[config.mk]
export PLATFORM = sky130hd
export DESIGN_NAME = siggen_trig_rx_flat
export DESIGN_NICKNAME = d
export VERILOG_FILES = /design/src/rtl/siggen_trig_pkg.sv /design/src/rtl/siggen_trig_rx_if.sv /design/src/rtl/trig_sync_filter.sv /design/src/rtl/siggen_trig_rx.sv /design/src/flat_wrapper.sv
export SDC_FILE = /design/constraint.sdc
export NUM_CORES = 1
export LEC_CHECK = 0
export CORE_MARGIN = 2
export CORE_UTILIZATION = 43
export DETAILED_ROUTE_END_ITERATION = 8
export PLACE_DENSITY_LB_ADDON = 0.08
export RECOVER_POWER = 100
export SLEW_MARGIN = 20
export SYNTH_ARGS = -nofsm -noshare
export SYNTH_HDL_FRONTEND = slang
export SYNTH_SLANG_ARGS = --single-unit
[constraint.sdc]
create_clock -name clki -period 2.5 [get_ports clki]
set_input_delay 0.5 -clock clki [delete_from_list [all_inputs] [get_ports clki]]
set_output_delay 0.5 -clock clki [all_outputs]
set_load 0.01 [all_outputs]
[src/rtl/siggen_trig_pkg.sv]
// Shared state encoding and default timing for the signal-generator trigger receiver.
package siggen_trig_pkg;

  typedef enum logic [1:0] {
    IDLE      = 2'd0,
    WAIT_EDGE = 2'd1,
    RUN       = 2'd2,
    HALT      = 2'd3
  } state_e;

  localparam int unsigned CLK_HZ      = 100_000_000;
  localparam int unsigned TRIG_PERIOD = CLK_HZ / 40;
  // Legal window is the nominal period +/- 4 %; loss declared after two missed periods.
  localparam int unsigned DEF_PER_MIN = TRIG_PERIOD - TRIG_PERIOD / 25;
  localparam int unsigned DEF_PER_MAX = TRIG_PERIOD + TRIG_PERIOD / 25;
  localparam int unsigned DEF_TIMEOUT = 2 * TRIG_PERIOD;

endpackage

[src/rtl/siggen_trig_rx_if.sv]
// Trigger receiver control/status bundle; master drives trigger and arm, slave reports status.
interface siggen_trig_rx_if;
  logic        trig_in;
  logic        arm;
  logic [15:0] exp_count;
  logic        start_pulse;
  logic [15:0] trig_count;
  logic [31:0] last_period;
  logic        period_err;
  logic        timeout;
  logic        done;
  logic [1:0]  state;

  modport master (
    output trig_in, arm, exp_count,
    input  start_pulse, trig_count, last_period, period_err, timeout, done, state
  );

  modport slave (
    input  trig_in, arm, exp_count,
    output start_pulse, trig_count, last_period, period_err, timeout, done, state
  );
endinterface

[src/rtl/trig_sync_filter.sv]
// Synchroniser plus run-length glitch filter; rise is a registered one-cycle pulse on 0->1.
module trig_sync_filter #(
  parameter int unsigned SYNC_STAGES = 2,
  parameter int unsigned FILT_LEN    = 4
) (
  input  logic clki,
  input  logic reset,
  input  logic din,
  output logic rise
);

  localparam int unsigned CntW = (FILT_LEN > 1) ? $clog2(FILT_LEN) : 1;

  logic [SYNC_STAGES-1:0] sync_q;
  logic [CntW-1:0]        cnt_q, cnt_d;
  logic                   level_q, level_d;
  logic                   rise_q;

  // Count consecutive samples that disagree with the filtered level; flip on the FILT_LEN-th.
  always_comb begin
    level_d = level_q;
    cnt_d   = '0;
    if (sync_q[SYNC_STAGES-1] != level_q) begin
      if (cnt_q == CntW'(FILT_LEN - 1)) begin
        level_d = ~level_q;
      end else begin
        cnt_d = cnt_q + 1'b1;
      end
    end
  end

  always_ff @(posedge clki) begin
    if (reset) begin
      sync_q  <= '0;
      cnt_q   <= '0;
      level_q <= 1'b0;
      rise_q  <= 1'b0;
    end else begin
      sync_q  <= {sync_q[SYNC_STAGES-2:0], din};
      cnt_q   <= cnt_d;
      level_q <= level_d;
      rise_q  <= level_d & ~level_q;
    end
  end

  assign rise = rise_q;

endmodule

[src/rtl/siggen_trig_rx.sv]
// Trigger receiver: start pulse per filtered rising edge, period measurement, burst count.
module siggen_trig_rx
  import siggen_trig_pkg::*;
#(
  parameter int unsigned SYNC_STAGES = 2,
  parameter int unsigned FILT_LEN    = 4,
  parameter int unsigned PER_MIN     = DEF_PER_MIN,
  parameter int unsigned PER_MAX     = DEF_PER_MAX,
  parameter int unsigned TIMEOUT     = DEF_TIMEOUT
) (
  input logic              clki,
  input logic              reset,
  siggen_trig_rx_if.slave  bus
);

  state_e      state_q, state_d;
  logic        rise, arm_q, arm_edge;
  logic [15:0] exp_q, exp_d, trig_count_q, trig_count_d, new_count;
  logic [31:0] last_period_q, last_period_d, per_cnt_q, per_cnt_d, wait_cnt_q, wait_cnt_d;
  logic        period_err_q, period_err_d, timeout_q, timeout_d, done_q, done_d;
  logic        start_pulse_q, start_pulse_d;
  logic        wait_hit, per_hit, done_hit, per_bad;

  trig_sync_filter #(
    .SYNC_STAGES (SYNC_STAGES),
    .FILT_LEN    (FILT_LEN)
  ) u_filt (
    .clki  (clki),
    .reset (reset),
    .din   (bus.trig_in),
    .rise  (rise)
  );

  assign arm_edge  = bus.arm & ~arm_q;
  assign new_count = (trig_count_q == 16'hFFFF) ? trig_count_q : trig_count_q + 16'd1;
  assign done_hit  = (exp_q != 16'd0) && (new_count == exp_q);
  assign per_bad   = (per_cnt_q < PER_MIN) || (per_cnt_q > PER_MAX);
  assign wait_hit  = (wait_cnt_q == TIMEOUT - 1);
  assign per_hit   = (per_cnt_q == TIMEOUT);

  always_ff @(posedge clki) begin
    if (reset) begin
      state_q       <= IDLE;
      arm_q         <= 1'b0;
      exp_q         <= '0;
      trig_count_q  <= '0;
      last_period_q <= '0;
      per_cnt_q     <= '0;
      wait_cnt_q    <= '0;
      period_err_q  <= 1'b0;
      timeout_q     <= 1'b0;
      done_q        <= 1'b0;
      start_pulse_q <= 1'b0;
    end else begin
      state_q       <= state_d;
      arm_q         <= bus.arm;
      exp_q         <= exp_d;
      trig_count_q  <= trig_count_d;
      last_period_q <= last_period_d;
      per_cnt_q     <= per_cnt_d;
      wait_cnt_q    <= wait_cnt_d;
      period_err_q  <= period_err_d;
      timeout_q     <= timeout_d;
      done_q        <= done_d;
      start_pulse_q <= start_pulse_d;
    end
  end

  // A rise takes priority over a coincident timeout compare.
  always_comb begin
    state_d = state_q;
    if (!bus.arm) begin
      state_d = IDLE;
    end else begin
      unique case (state_q)
        IDLE:      if (arm_edge) state_d = WAIT_EDGE;
        WAIT_EDGE: begin
          if (rise) state_d = done_hit ? HALT : RUN;
          else if (wait_hit) state_d = HALT;
        end
        RUN: begin
          if (rise) begin
            if (done_hit) state_d = HALT;
          end else if (per_hit) begin
            state_d = HALT;
          end
        end
        HALT:      state_d = HALT;
        default:   state_d = IDLE;
      endcase
    end
  end

  always_comb begin
    exp_d         = exp_q;
    trig_count_d  = trig_count_q;
    last_period_d = last_period_q;
    per_cnt_d     = per_cnt_q;
    wait_cnt_d    = wait_cnt_q;
    period_err_d  = period_err_q;
    timeout_d     = timeout_q;
    done_d        = done_q;
    start_pulse_d = 1'b0;
    if (bus.arm) begin
      unique case (state_q)
        IDLE: begin
          if (arm_edge) begin
            exp_d         = bus.exp_count;
            trig_count_d  = '0;
            last_period_d = '0;
            per_cnt_d     = '0;
            wait_cnt_d    = '0;
            period_err_d  = 1'b0;
            timeout_d     = 1'b0;
            done_d        = 1'b0;
          end
        end
        WAIT_EDGE: begin
          if (rise) begin
            start_pulse_d = 1'b1;
            trig_count_d  = new_count;
            per_cnt_d     = 32'd1;
            if (done_hit) done_d = 1'b1;
          end else begin
            wait_cnt_d = wait_cnt_q + 32'd1;
            if (wait_hit) timeout_d = 1'b1;
          end
        end
        RUN: begin
          if (rise) begin
            start_pulse_d = 1'b1;
            trig_count_d  = new_count;
            last_period_d = per_cnt_q;
            per_cnt_d     = 32'd1;
            if (per_bad)  period_err_d = 1'b1;
            if (done_hit) done_d = 1'b1;
          end else begin
            per_cnt_d = (per_cnt_q == '1) ? per_cnt_q : per_cnt_q + 32'd1;
            if (per_hit) timeout_d = 1'b1;
          end
        end
        default: ;
      endcase
    end
  end

  assign bus.start_pulse = start_pulse_q;
  assign bus.trig_count  = trig_count_q;
  assign bus.last_period = last_period_q;
  assign bus.period_err  = period_err_q;
  assign bus.timeout     = timeout_q;
  assign bus.done        = done_q;
  assign bus.state       = state_q;

endmodule
[src/flat_wrapper.sv]
// flat-port wrapper written by rule: the top's interface ports become plain ports
module siggen_trig_rx_flat import siggen_trig_pkg::*;
#(
  parameter int unsigned SYNC_STAGES = 2,
  parameter int unsigned FILT_LEN    = 4,
  parameter int unsigned PER_MIN     = DEF_PER_MIN,
  parameter int unsigned PER_MAX     = DEF_PER_MAX,
  parameter int unsigned TIMEOUT     = DEF_TIMEOUT
)
  (clki, reset, bus_trig_in, bus_arm, bus_exp_count, bus_start_pulse, bus_trig_count, bus_last_period, bus_period_err, bus_timeout, bus_done, bus_state);
  siggen_trig_rx_if bus_i ();
  input logic clki;
  input logic reset;
  input wire logic [$bits(bus_i.trig_in)-1:0] bus_trig_in;
  input wire logic [$bits(bus_i.arm)-1:0] bus_arm;
  input wire logic [$bits(bus_i.exp_count)-1:0] bus_exp_count;
  output wire logic [$bits(bus_i.start_pulse)-1:0] bus_start_pulse;
  output wire logic [$bits(bus_i.trig_count)-1:0] bus_trig_count;
  output wire logic [$bits(bus_i.last_period)-1:0] bus_last_period;
  output wire logic [$bits(bus_i.period_err)-1:0] bus_period_err;
  output wire logic [$bits(bus_i.timeout)-1:0] bus_timeout;
  output wire logic [$bits(bus_i.done)-1:0] bus_done;
  output wire logic [$bits(bus_i.state)-1:0] bus_state;
  assign bus_i.trig_in = bus_trig_in;
  assign bus_i.arm = bus_arm;
  assign bus_i.exp_count = bus_exp_count;
  assign bus_start_pulse = bus_i.start_pulse;
  assign bus_trig_count = bus_i.trig_count;
  assign bus_last_period = bus_i.last_period;
  assign bus_period_err = bus_i.period_err;
  assign bus_timeout = bus_i.timeout;
  assign bus_done = bus_i.done;
  assign bus_state = bus_i.state;
  siggen_trig_rx #(.SYNC_STAGES(SYNC_STAGES), .FILT_LEN(FILT_LEN), .PER_MIN(PER_MIN), .PER_MAX(PER_MAX), .TIMEOUT(TIMEOUT)) u_core (.clki(clki), .reset(reset), .bus(bus_i));
endmodule
==> flow_summary_export.csv <==
group,metric,value,unit
outcome,status,"finished, final reports clean",
sta,fin_crit_sh,0.985,
setup_path,critPathArrivalTime,2.77,ns
route,drt-total-wl,19500,um
sta,fin_crit,2.46,ns
worst_hold_path,holdPathEnd,"u_core.u_filt.cnt_q[0]",
global_route,antenna_found_initial,0,
sta,fmax,0.406,GHz
placement,hpwlAfterDp,14000,um
setup_path,crit_top_cell,"buf_4",
synth,synth_edf_count,0,
worst_hold_path,whs_path_depth,1,
global_route,grt_pass1_wl,32200,um
sta,grt_setup_unrepaired,"true",
worst_hold_path,min_from,"u_core.u_filt.cnt_q[0]",
sta,hold_viol_final,0,
die,ios,74,
setup_path,endpoint_kind,"flip-flop",
die,die_area,17300,sq um
synth,synthTopCellsByArea,"dfxtp_1 (40%), nor2_1 (6.6%), xor2_1 (4.9%)",
die,die_h,131,um
synth,synth_cells,850,
sta,drv_slew,0,
setup_path,cp_slowest_stage_delay,0.58,ns
placement,io_buffers,73,
die,start_util,0.439,
final_layout,fillers,1434,
global_route,grt_pass1_vias,6491,
placement,place.gp.congestion,0.919,
route,via_per_inst,5.59,
sta,tightest_slew,1.32,ns
route,drc,0,
route,ant_nets,0,
final_layout,area.growth.synth_to_final,35.1,%
power_and_ir_drop,p_per_area,580,nW/um^2
synth,ys.flop_type,"dfxtp_1",
setup_path,crit_slowest_cell,"or4_4",
final_layout,n_antenna_cell,0,
worst_hold_path,hold_path.class,"reg -> reg",
sta,worst_slack,0.0385,ns
synth,syn_area,6980,sq um
synth,async_reset_ff_frac,0,
sta,slew_headroom,0.122,
setup_path,critical_path.top_delay_family,"simple AND/OR/NAND/NOR gates",
power_and_ir_drop,power,5.47,mW
setup_path,crit_path_max_fanout,7,
route,firstDrtPassIters,5,
die,die_x,131,um
setup_path,critPathBufInv,2,
setup_path,rr_worst_depth,10,
synth,synth.most_common_cell,"dfxtp_1",
job,cap_viol_max_count,0,
final_layout,nNetsFinal,1017,
synth,ys_top_cells_by_count,"dfxtp_1 (141), nor2_1 (123), nand2_1 (86)",
synth,synth_top_area_cell,"dfxtp_1",
final_layout,layout-drive-gt1-share,0.194,
route,drt_iter0_drc,437,
global_route,grt_usage,0.227,
setup_path,path_class,"reg -> reg",
clocking,numCtsBuffers,17,
placement,dp.cells,1180,
synth,ys_types,72,
synth,postSynthNetCount,879,
global_route,grt_max_degree,33,
clocking,cts_tree,"built",
power_and_ir_drop,leakage,3.53,nW
sta,setup_viol,0,
setup_path,cp_cell_sequence,"ha_4 > nand3_2 > or4_4 > buf_4 > mux2i_1 > o21ai_1 > nor4_4 > buf_4 > a21o_4 > a221oi_2",
synth,ys_warn_count,0,
setup_path,r2r_start,"u_core.bus.trig_count[1]",
power_and_ir_drop,ir_drop,0.527,mV
clocking,clkSlewWorstSetupHoldPaths,0.06,ns
route,via_count,6803,
setup_path,r2r_slack,0.04,ns
synth,netlist.area_leader.share,0.404,
setup_path,critPathRequiredTime,2.81,ns
setup_path,reg2reg_to,"u_core.bus.state[1]",
clocking,cts.sinks,141,
clocking,htree_levels,4,
placement,dp_slack,-0.281,ns
setup_path,setup.worst_path.start_class,"flip-flop",
final_layout,fin_cells,1217,
synth,ys_seq_elements,141,
sta,skew,0.00929,ns
clocking,clockBufferDepth,2,
clocking,cts-root-buf,"clkbuf_16",
route,drt-wirelength-per-cell,16.0,um
global_route,grt-ovfl-total,0,
clocking,clkLatencyLatePin,0.43,ns
die,row_count,46,
synth,synth_sequential_area_ratio,0.404,
clocking,cts_hold_buf,0,
die,core_area,15900,sq um
synth,syn_avg_cell_area,8.21,sq um
[sequential cells by signal (all words and copies together), names as in the netlist, 2 cells and up]
signal,count
u_core.bus.trig_count,16
u_core.wait_cnt_q,32
u_core.u_filt.cnt_q,2
u_core.per_cnt_q,32
u_core.bus.last_period,32
u_core.u_filt.sync_q,2
u_core.exp_q,16
u_core.bus.state,2
[final cells by class]
cell class	count	area, sq um	share of cell area
clock buffer	23	488	0.0517
clock inverter	9	155	0.0165
inverter	15	56.3	0.00597
multi-input combinational	640	4070	0.432
sequential	141	2840	0.301
tap	216	270	0.0287
timing repair buffer	173	1550	0.164
[worst reg2reg max path, cell delays in order, from the launching register on]
cell      delay (ns)
dfxtp_2         0.35
ha_4            0.14
nand3_2         0.08
or4_4           0.58
buf_4           0.17
mux2i_1         0.15
o21ai_1         0.11
nor4_4          0.42
buf_4           0.19
a21o_4          0.11
a221oi_2        0.04
[worst max path at each step]
stage / endpoint / slack, ns / from / depth (start not counted)
after CTS: u_core.per_cnt_q[22] / 0.0008 / u_core.bus.state[1] / 10
after detailed placement: u_core.per_cnt_q[22] / -0.28 / bus_arm / 9
after floorplan: u_core.wait_cnt_q[30] / -0.03 / u_core.bus.state[1] / 12
after global routing: u_core.bus.done / -0.08 / u_core.bus.trig_count[1] / 11
after global placement: u_core.per_cnt_q[22] / -0.23 / bus_arm / 9
final: u_core.bus.state[1] / 0.04 / u_core.bus.trig_count[1] / 10
[repair_timing]
action	4_1_cts	5_1_grt
endpoints found under the setup margin	2	21
gates resized for setup	9	38
pin swaps	6	13
cloned	0	0
buffers inserted	1	4
hold endpoints to repair	0	0
[routing by layer]
| metal | vias up | GRT usage | part of all wire |
|---|---|---|---|
| met5 | - | 0 | 0 |
| met4 | 0 | 0.0779 | 0.020 |
| met3 | 30 | 0.0556 | 0.053 |
| met2 | 216 | 0.374 | 0.48 |
| met1 | 3271 | 0.291 | 0.45 |
| li1 | 3286 | - | - |
[power by group]
group          internal [mW]  switching [mW]  leakage (nW)
logic                  0.177           0.237          2.07
registers               2.27          0.0320          1.15
clock network           1.78           0.970         0.314
[through the flow]
| stage | util | instance area, sq um | hold slack [ns] | TNS [ns] |
|---|---|---|---|---|
| finish | 0.594 | 9430 | 0.431 | 0 |
| global route | 0.594 | 9430 | 0.458 | -0.168 |
| CTS | 0.583 | 9260 | 0.437 | 0 |
| detailed placement | 0.540 | 8580 | 0.420 | -6.25 |
| global placement | 0.540 | 8580 | 0.405 | -4.79 |
| floorplan | - | 7020 | 0.397 | -0.0644 |
[cells in the final DEF (no fill, tap or decap), types with 4 or more instances in the layout]
cell type and n:
clkbuf_1 6, clkbuf_8 4, dlygate4sd3_1 32, o21ai_0 25, inv_1 15, dfxtp_1 129
and3_1 17, nor3_1 23, nand2b_1 8, nor2b_1 5, clkbuf_16 17, ha_1 7
clkdlybuf4s50_1 40, a21o_1 4, a31oi_1 7, nor2_1 121, buf_12 6, mux2i_1 6
buf_4 88, xor2_1 39, nand3_1 36, or3_1 12, bufinv_16 4, a22oi_1 33
xnor2_1 25, a21oi_1 51, and2_1 6, and4_1 4, nor4_1 13, nand2_1 83
nand3_2 4, nand4_1 24, dfxtp_2 11
[cell families after synthesis]
family	synth area share
AOI/OAI and AO/OA	0.149
xor gates and xnor gates	0.0841
buffers and inverters	0.0419
adders and majority gates	0.0161
DFF	0.404
and+or+nand+nor	0.294
muxes	0.0102
(Power assumes the default switching activity.)
